### config.mk
export PLATFORM = sky130hd
export DESIGN_NAME = mem_bus_arbiter
export DESIGN_NICKNAME = d
export VERILOG_FILES = /design/src/rtl/mem_bus_arbiter.sv
export SDC_FILE = /design/constraint.sdc
export NUM_CORES = 1
export LEC_CHECK = 0
export CAP_MARGIN = 5
export CORE_AREA = 2 2 106 108
export DETAILED_ROUTE_END_ITERATION = 10
export DIE_AREA = 0 0 108 110
export PLACE_DENSITY = 0.78
export SLEW_MARGIN = 20
export SYNTH_ARGS = -nofsm -noshare
export SYNTH_HDL_FRONTEND = slang
export SYNTH_SLANG_ARGS = --single-unit
### constraint.sdc
create_clock -name clk -period 2.1 [get_ports clk]
set_clock_uncertainty 0.05 [all_clocks]
set_input_delay 0.42 -clock clk [delete_from_list [all_inputs] [get_ports clk]]
set_output_delay 0.42 -clock clk [all_outputs]
set_load 0.03 [all_outputs]
### src/rtl/mem_bus_arbiter.sv
`default_nettype none
// ============================================================================
// Module   : mem_bus_arbiter
// Brief    : Round-robin arbiter sharing one Avalon-style memory slave between
//            the instruction-fetch and data masters, with a stall watchdog.
// Revision : 1.0
// ============================================================================
module mem_bus_arbiter #(
    parameter int ADDR_W  = 32,
    parameter int DATA_W  = 32,
    parameter int TIMEOUT = 255
) (
    input  logic                  clk,
    input  logic                  reset_n,
    input  logic [ADDR_W-1:0]     i_address,
    input  logic                  i_read,
    output logic                  i_waitrequest,
    output logic [DATA_W-1:0]     i_readdata,
    input  logic [ADDR_W-1:0]     d_address,
    input  logic                  d_read,
    input  logic                  d_write,
    input  logic [DATA_W-1:0]     d_writedata,
    input  logic [DATA_W/8-1:0]   d_byteenable,
    output logic                  d_waitrequest,
    output logic [DATA_W-1:0]     d_readdata,
    output logic [ADDR_W-1:0]     m_address,
    output logic                  m_read,
    output logic                  m_write,
    output logic [DATA_W-1:0]     m_writedata,
    output logic [DATA_W/8-1:0]   m_byteenable,
    input  logic                  m_waitrequest,
    input  logic [DATA_W-1:0]     m_readdata,
    output logic                  bus_error
);

    localparam int          c_BE_W         = DATA_W / 8;
    localparam logic        c_PTR_I        = 1'b0;
    localparam logic        c_PTR_D        = 1'b1;
    localparam logic [15:0] c_TIMEOUT_LAST = 16'(TIMEOUT - 1);

    typedef enum logic [1:0] {
        IDLE    = 2'd0,
        GRANT_I = 2'd1,
        GRANT_D = 2'd2
    } state_t;

    state_t      r_state;
    logic        r_rr_ptr;
    logic [15:0] r_watchdog;
    logic        r_bus_error;

    logic w_i_req;
    logic w_d_req;
    logic w_granted_req;

    assign w_i_req       = i_read;
    assign w_d_req       = d_read | d_write;
    assign w_granted_req = (r_state == GRANT_I) ? w_i_req :
                           (r_state == GRANT_D) ? w_d_req : 1'b0;
    assign bus_error     = r_bus_error;

    always_ff @(posedge clk or negedge reset_n) begin
        if (!reset_n) begin
            r_state     <= IDLE;
            r_rr_ptr    <= c_PTR_I;
            r_watchdog  <= 16'd0;
            r_bus_error <= 1'b0;
        end else begin
            case (r_state)
                IDLE: begin
                    r_watchdog <= 16'd0;
                    if (w_i_req && w_d_req)
                        r_state <= (r_rr_ptr == c_PTR_I) ? GRANT_I : GRANT_D;
                    else if (w_i_req)
                        r_state <= GRANT_I;
                    else if (w_d_req)
                        r_state <= GRANT_D;
                end
                GRANT_I, GRANT_D: begin
                    if (!w_granted_req) begin
                        // Master withdrew: no completion, fairness pointer untouched.
                        r_state    <= IDLE;
                        r_watchdog <= 16'd0;
                    end else if (!m_waitrequest) begin
                        r_state    <= IDLE;
                        r_rr_ptr   <= (r_state == GRANT_I) ? c_PTR_D : c_PTR_I;
                        r_watchdog <= 16'd0;
                    end else if (r_watchdog == c_TIMEOUT_LAST) begin
                        r_state     <= IDLE;
                        r_rr_ptr    <= ~r_rr_ptr;
                        r_watchdog  <= 16'd0;
                        r_bus_error <= 1'b1;
                    end else begin
                        r_watchdog <= r_watchdog + 16'd1;
                    end
                end
                default: begin
                    r_state    <= IDLE;
                    r_watchdog <= 16'd0;
                end
            endcase
        end
    end

    always_comb begin
        i_waitrequest = 1'b1;
        d_waitrequest = 1'b1;
        i_readdata    = '0;
        d_readdata    = '0;
        m_address     = '0;
        m_read        = 1'b0;
        m_write       = 1'b0;
        m_writedata   = '0;
        m_byteenable  = '0;
        case (r_state)
            GRANT_I: begin
                m_address     = i_address;
                m_read        = i_read;
                m_byteenable  = {c_BE_W{1'b1}};
                i_waitrequest = m_waitrequest;
                i_readdata    = m_readdata;
            end
            GRANT_D: begin
                m_address     = d_address;
                m_write       = d_write;
                m_read        = d_read & ~d_write;
                m_writedata   = d_writedata;
                m_byteenable  = d_byteenable;
                d_waitrequest = m_waitrequest;
                d_readdata    = m_readdata;
            end
            default: begin
            end
        endcase
    end

endmodule
`default_nettype wire

== Word-level counts from Yosys, hierarchy flattened ==
Index checks and enable logic that the tools add are counted.

* Flip-flop bits (word level): 20
* Output and inout port bits: 137
* Logic and storage cells: 47

* Bitwise operators: 4
* Equality and inequality tests: 6
* Reduce and logical (&&, ||, !) cells: 6
* Add/subtract/negate cells: 1
* Muxes and demuxes: 26

{| class="wikitable"
|+ Operator list
! operator !! count
|-
| $mux W32 || 3
|-
| $mux W16 || 4
|-
| $pmux W32 S2 || 1
|-
| $add A16 B1 Y16 const B || 1
|-
| $eq A16 B8 Y1 const B || 1
|-
| $mux W2 || 7
|-
| $mux W1 || 8
|-
| $ne A4 B4 Y1 const B || 2
|-
| $pmux W4 S2 || 1
|-
| $pmux W2 S2 || 1
|-
| $reduce_and A4 Y1 || 1
|-
| $reduce_and A3 Y1 || 1
|-
| $eq A2 B1 Y1 const B || 1
|-
| $eq A2 B2 Y1 const B || 1
|-
| $logic_not A2 Y1 || 1
|-
| $ne A2 B1 Y1 const B || 1
|-
| $not A1 Y1 || 2
|-
| $pmux W1 S2 || 1
|-
| $reduce_and A2 Y1 || 1
|-
| $reduce_or A2 Y1 || 1
|-
| $and A1 B1 Y1 || 1
|-
| $logic_and A1 B1 Y1 || 1
|-
| $or A1 B1 Y1 || 1
|}

== Longest topological paths before layout ==
* Word-level depth: 5
* Mapped depth: 9
* Mapped depth without buffers: 6

== Least setup slack after synthesis ==
Ideal clock, no wire load.

* Kind: register -> output
* Start point: reg r_state[0]
* End point: out m_address[14]
* Data required time: 1.630 ns
* Setup slack: -0.141 ns
* Cell stages (with the launch flop): 7
* Buffers on the path: 2
* Data arrival time: 1.771 ns
* Cells stage by stage: dfrtp_1 inv_1 ha_1 clkbuf_1 buf_1 a22oi_1 nor2_1

* Word-level cells in the longest chain between the ends: 2

{| class="wikitable"
|+ RTL lines
! element !! RTL line !! text
|-
| start: declaration || 47 || <nowiki>state_t r_state;</nowiki>
|-
| start signal: assignment || 73 || <nowiki>r_state <= (r_rr_ptr == c_PTR_I) ? GRANT_I : GRANT_D;</nowiki>
|-
| $eq A2 B2 Y1 / $eq A2 B1 Y1 (equally long branches) || 115 || <nowiki>case (r_state)</nowiki>
|-
| $pmux W32 S2 (*) || 115 ||
|-
| end: declaration || 26 || <nowiki>output logic [ADDR_W-1:0] m_address,</nowiki>
|}

Mark *: on every way between the ends. The rest lies on a longest branch, timed or not.

== Worst setup path in the final report ==
* Start point: reg r_state[0]
* End point: out d_readdata[9]

* Word-level cells in the longest chain between the ends: 2

{| class="wikitable"
|+ RTL lines
! element !! RTL line !! text
|-
| $eq A2 B2 Y1 || 115 ||
|-
| $mux W32 || 115 ||
|-
| end: declaration || 25 || <nowiki>output logic [DATA_W-1:0] d_readdata,</nowiki>
|}

Every way passes these cells.

==> impl_metrics.json <==
{
  "critical_path_required_ns": 1.63,
  "p_comb_share_pct": 87.8,
  "grt_pass1_wl_mm": 16.7,
  "finalCritPeriodShare_pct": 101,
  "nNetsFinal": 732,
  "grt_pass1_vias": 3043,
  "track_usage_pct": 17.8,
  "slew_viol_final": 0,
  "yosys.area.top_type_share_pct": 27.3,
  "grtUsageMet3_pct": 5.53,
  "gr-total-overflow": 0,
  "path_class": "flip-flop to output pin",
  "core_area_um2": 10700,
  "synth_edf_count": 0,
  "postLayoutSetupSlackWorst_ns": -0.0231,
  "insertion_delay_ns": 0.26,
  "synth_nets": 454,
  "yosysWarnings": 0,
  "power_leakage_nw": 2.40,
  "h-tree-depth": 1,
  "tightest_slew_ns": 0.475,
  "setup_tns_ns": -0.141,
  "synth_largest_area_cell": "and2_1",
  "port_buffers": 274,
  "grt_busiest_layer": "met2",
  "post_drt_wl_per_cell_um": 17.1,
  "clk_pin_slew_ns": 0.08,
  "cts_sinks": 20,
  "status": "finished, violations left",
  "power.total_mw": 6.92,
  "power.density_nw_per_um2": 1230,
  "vias_per_cell": 4.55,
  "cts_root_buf": "clkbuf_8",
  "drive_above_1_share_pct": 40.3,
  "p_clk_share_pct": 5.6,
  "die-area_um2": 11900,
  "final_common_cell": "clkdlybuf4s50_1",
  "ys_ff_latch": 20,
  "clock.fmax_mhz": 471,
  "antenna_found_initial": 1,
  "violations": "setup timing",
  "cts_made_buffers": 3,
  "p_sw_share_pct": 51.7,
  "arrival_ns": 1.65,
  "die_y_um": 110,
  "setup_viol": 20,
  "met2_usage_pct": 31.4,
  "vdd_drop_max_uv": 702,
  "finalWorstPathRequiredPeriod_ns": 2.12,
  "intPower_mw": 3.34,
  "rows": 38,
  "ant_nets": 0,
  "ys_seq_area_share_pct": 22.3,
  "worst_setup_path_end_kind": "output pin",
  "sequentialPowerShare_pct": 6.6,
  "holdBufCountCts": 0,
  "gp_congestion": 0.894,
  "hpwl_mm": 9.48,
  "use_met1_pct": 21.1,
  "rsz0062_at_grt": "yes",
  "drt-initial-drc-count": 235,
  "final_hold_viol_count": 0,
  "vias": 3315,
  "syn_avg_cell_area_um2": 7.22,
  "firstDrtPassIters": 4,
  "pre_cts_slack_ns": -0.0170,
  "p_sw_mw": 3.58,
  "cap_viol_max_count": 0,
  "netlist_instances": 311,
  "route.detailed.drc": 0,
  "cp-start-kind": "flip-flop",
  "cts_tree": "yes",
  "final.fill_count": 956,
  "async_flop_share_pct": 100,
  "post_dp_cell_area_um2": 5130,
  "syn_to_final_growth_pct": 151,
  "final_area_um2": 5630,
  "synthTopCellsByArea": "and2_1, dfrtp_1, a22oi_1",
  "io-pin-count": 275,
  "final_core_util_pct": 52.7,
  "final_cell_mix": "clkdlybuf4s50_1, buf_4, and2_1",
  "die_width_um": 108,
  "totalWireLength_mm": 12.5,
  "clockBufferDepth": 2,
  "critPathMaxFanout": 23,
  "rrSetupSlack_ns": 0.07,
  "synth_area_um2": 2250,
  "ys_types": 40,
  "start_util_pct": 21.0,
  "maxSlewHeadroom_pct": 68.0,
  "synthFlopType": "dfrtp_1",
  "hold_path_class": "primary input to async pin",
  "grt_max_degree": 39
}
-- timing repair --
item                                    CTS  global route
resized for setup                        22            46
pin swaps                                 1             6
setup buffers                             1             3
gates cloned                              2             3
endpoints found under the setup margin   65           116
-- worst paths after layout --
check	start	endpoint	cells after the start
max	r_state[0]	d_readdata[9]	5
min	reset_n	r_watchdog[2]	2
max reg2reg	r_watchdog[0]	r_rr_ptr	6
min reg2reg	bus_error	bus_error	1
max in group asynchronous	reset_n	r_state[0]	2
min in group clk	bus_error	bus_error	1
-- state kept, by name (all words and copies together) (netlist names) --
| register | cells |
|---|---|
| r_state | 2 |
| r_rr_ptr | 1 |
| r_watchdog | 16 |
| bus_error | 1 |
-- layer usage --
layer  wire [um]  up-vias  part of all wire (%)
met5           0        -                     0
met4         268        0                   2.1
met3        1130       16                   9.1
met2        6380      122                    51
met1        4700     1567                    38
li1            -     1610                     -
-- kinds of logic after synthesis --
logic type      Yosys count  share of synthesized area, %
compound gates           48                          15.7
xor+xnor                 14                          5.46
fa+ha+maj                 5                          2.79
buf+inv                  31                          5.68
flops                    20                          22.3
simple gates            193                          48.1
-- Yosys cell counts, drive strengths merged, types with 3 or more instances --
cell / number
xnor2: 8
xor2: 6
clkbuf: 21
nor2: 55
dfrtp: 20
nand2: 7
a22oi: 32
a21oi: 5
nor4: 6
and2: 98
nand2b: 3
nand4: 5
ha: 5
inv: 5
nand3: 7
buf: 5
-- worst max-delay path, stage by stage (launching register included) --
cell	delay, ns
dfrtp_2	0.45
inv_4	0.09
ha_4	0.23
bufbuf_16	0.31
and2_1	0.14
buf_4	0.16
-- stage by stage --
| step | cells | hold slack (ns) |
|---|---|---|
| 6_report | 729 | 0.438 |
| 5_1_grt | 729 | 0.452 |
| 4_1_cts | 722 | 0.443 |
| 3_5_place_dp | 715 | 0.462 |
| 3_3_place_gp | 715 | 0.479 |
| 2_1_floorplan | 311 | 0.0744 |
-- power by group through the flow --
stage	clock network (mW)	logic (mW)	registers, mW
6_report	0.387	6.07	0.455
2_1_floorplan	0	2.96	0.446
3_3_place_gp	0	5.11	0.450
3_5_place_dp	0	5.15	0.452
4_1_cts	0.394	5.53	0.448
5_1_grt	0.411	6.38	0.459
-- layout make-up --
| type | instances | area [um^2] | area share, % |
|---|---|---|---|
| antenna | 1 | 2.50 | 0.0444 |
| clock buffer | 3 | 41.3 | 0.733 |
| clock inverter | 1 | 30.0 | 0.533 |
| inverter | 5 | 21.3 | 0.378 |
| multi-input combinational | 260 | 1860 | 33.1 |
| sequential | 20 | 502 | 8.91 |
| tap | 140 | 175 | 3.11 |
| timing repair buffer | 299 | 3000 | 53.2 |
Note: power is estimated with default switching activity, not from simulation.
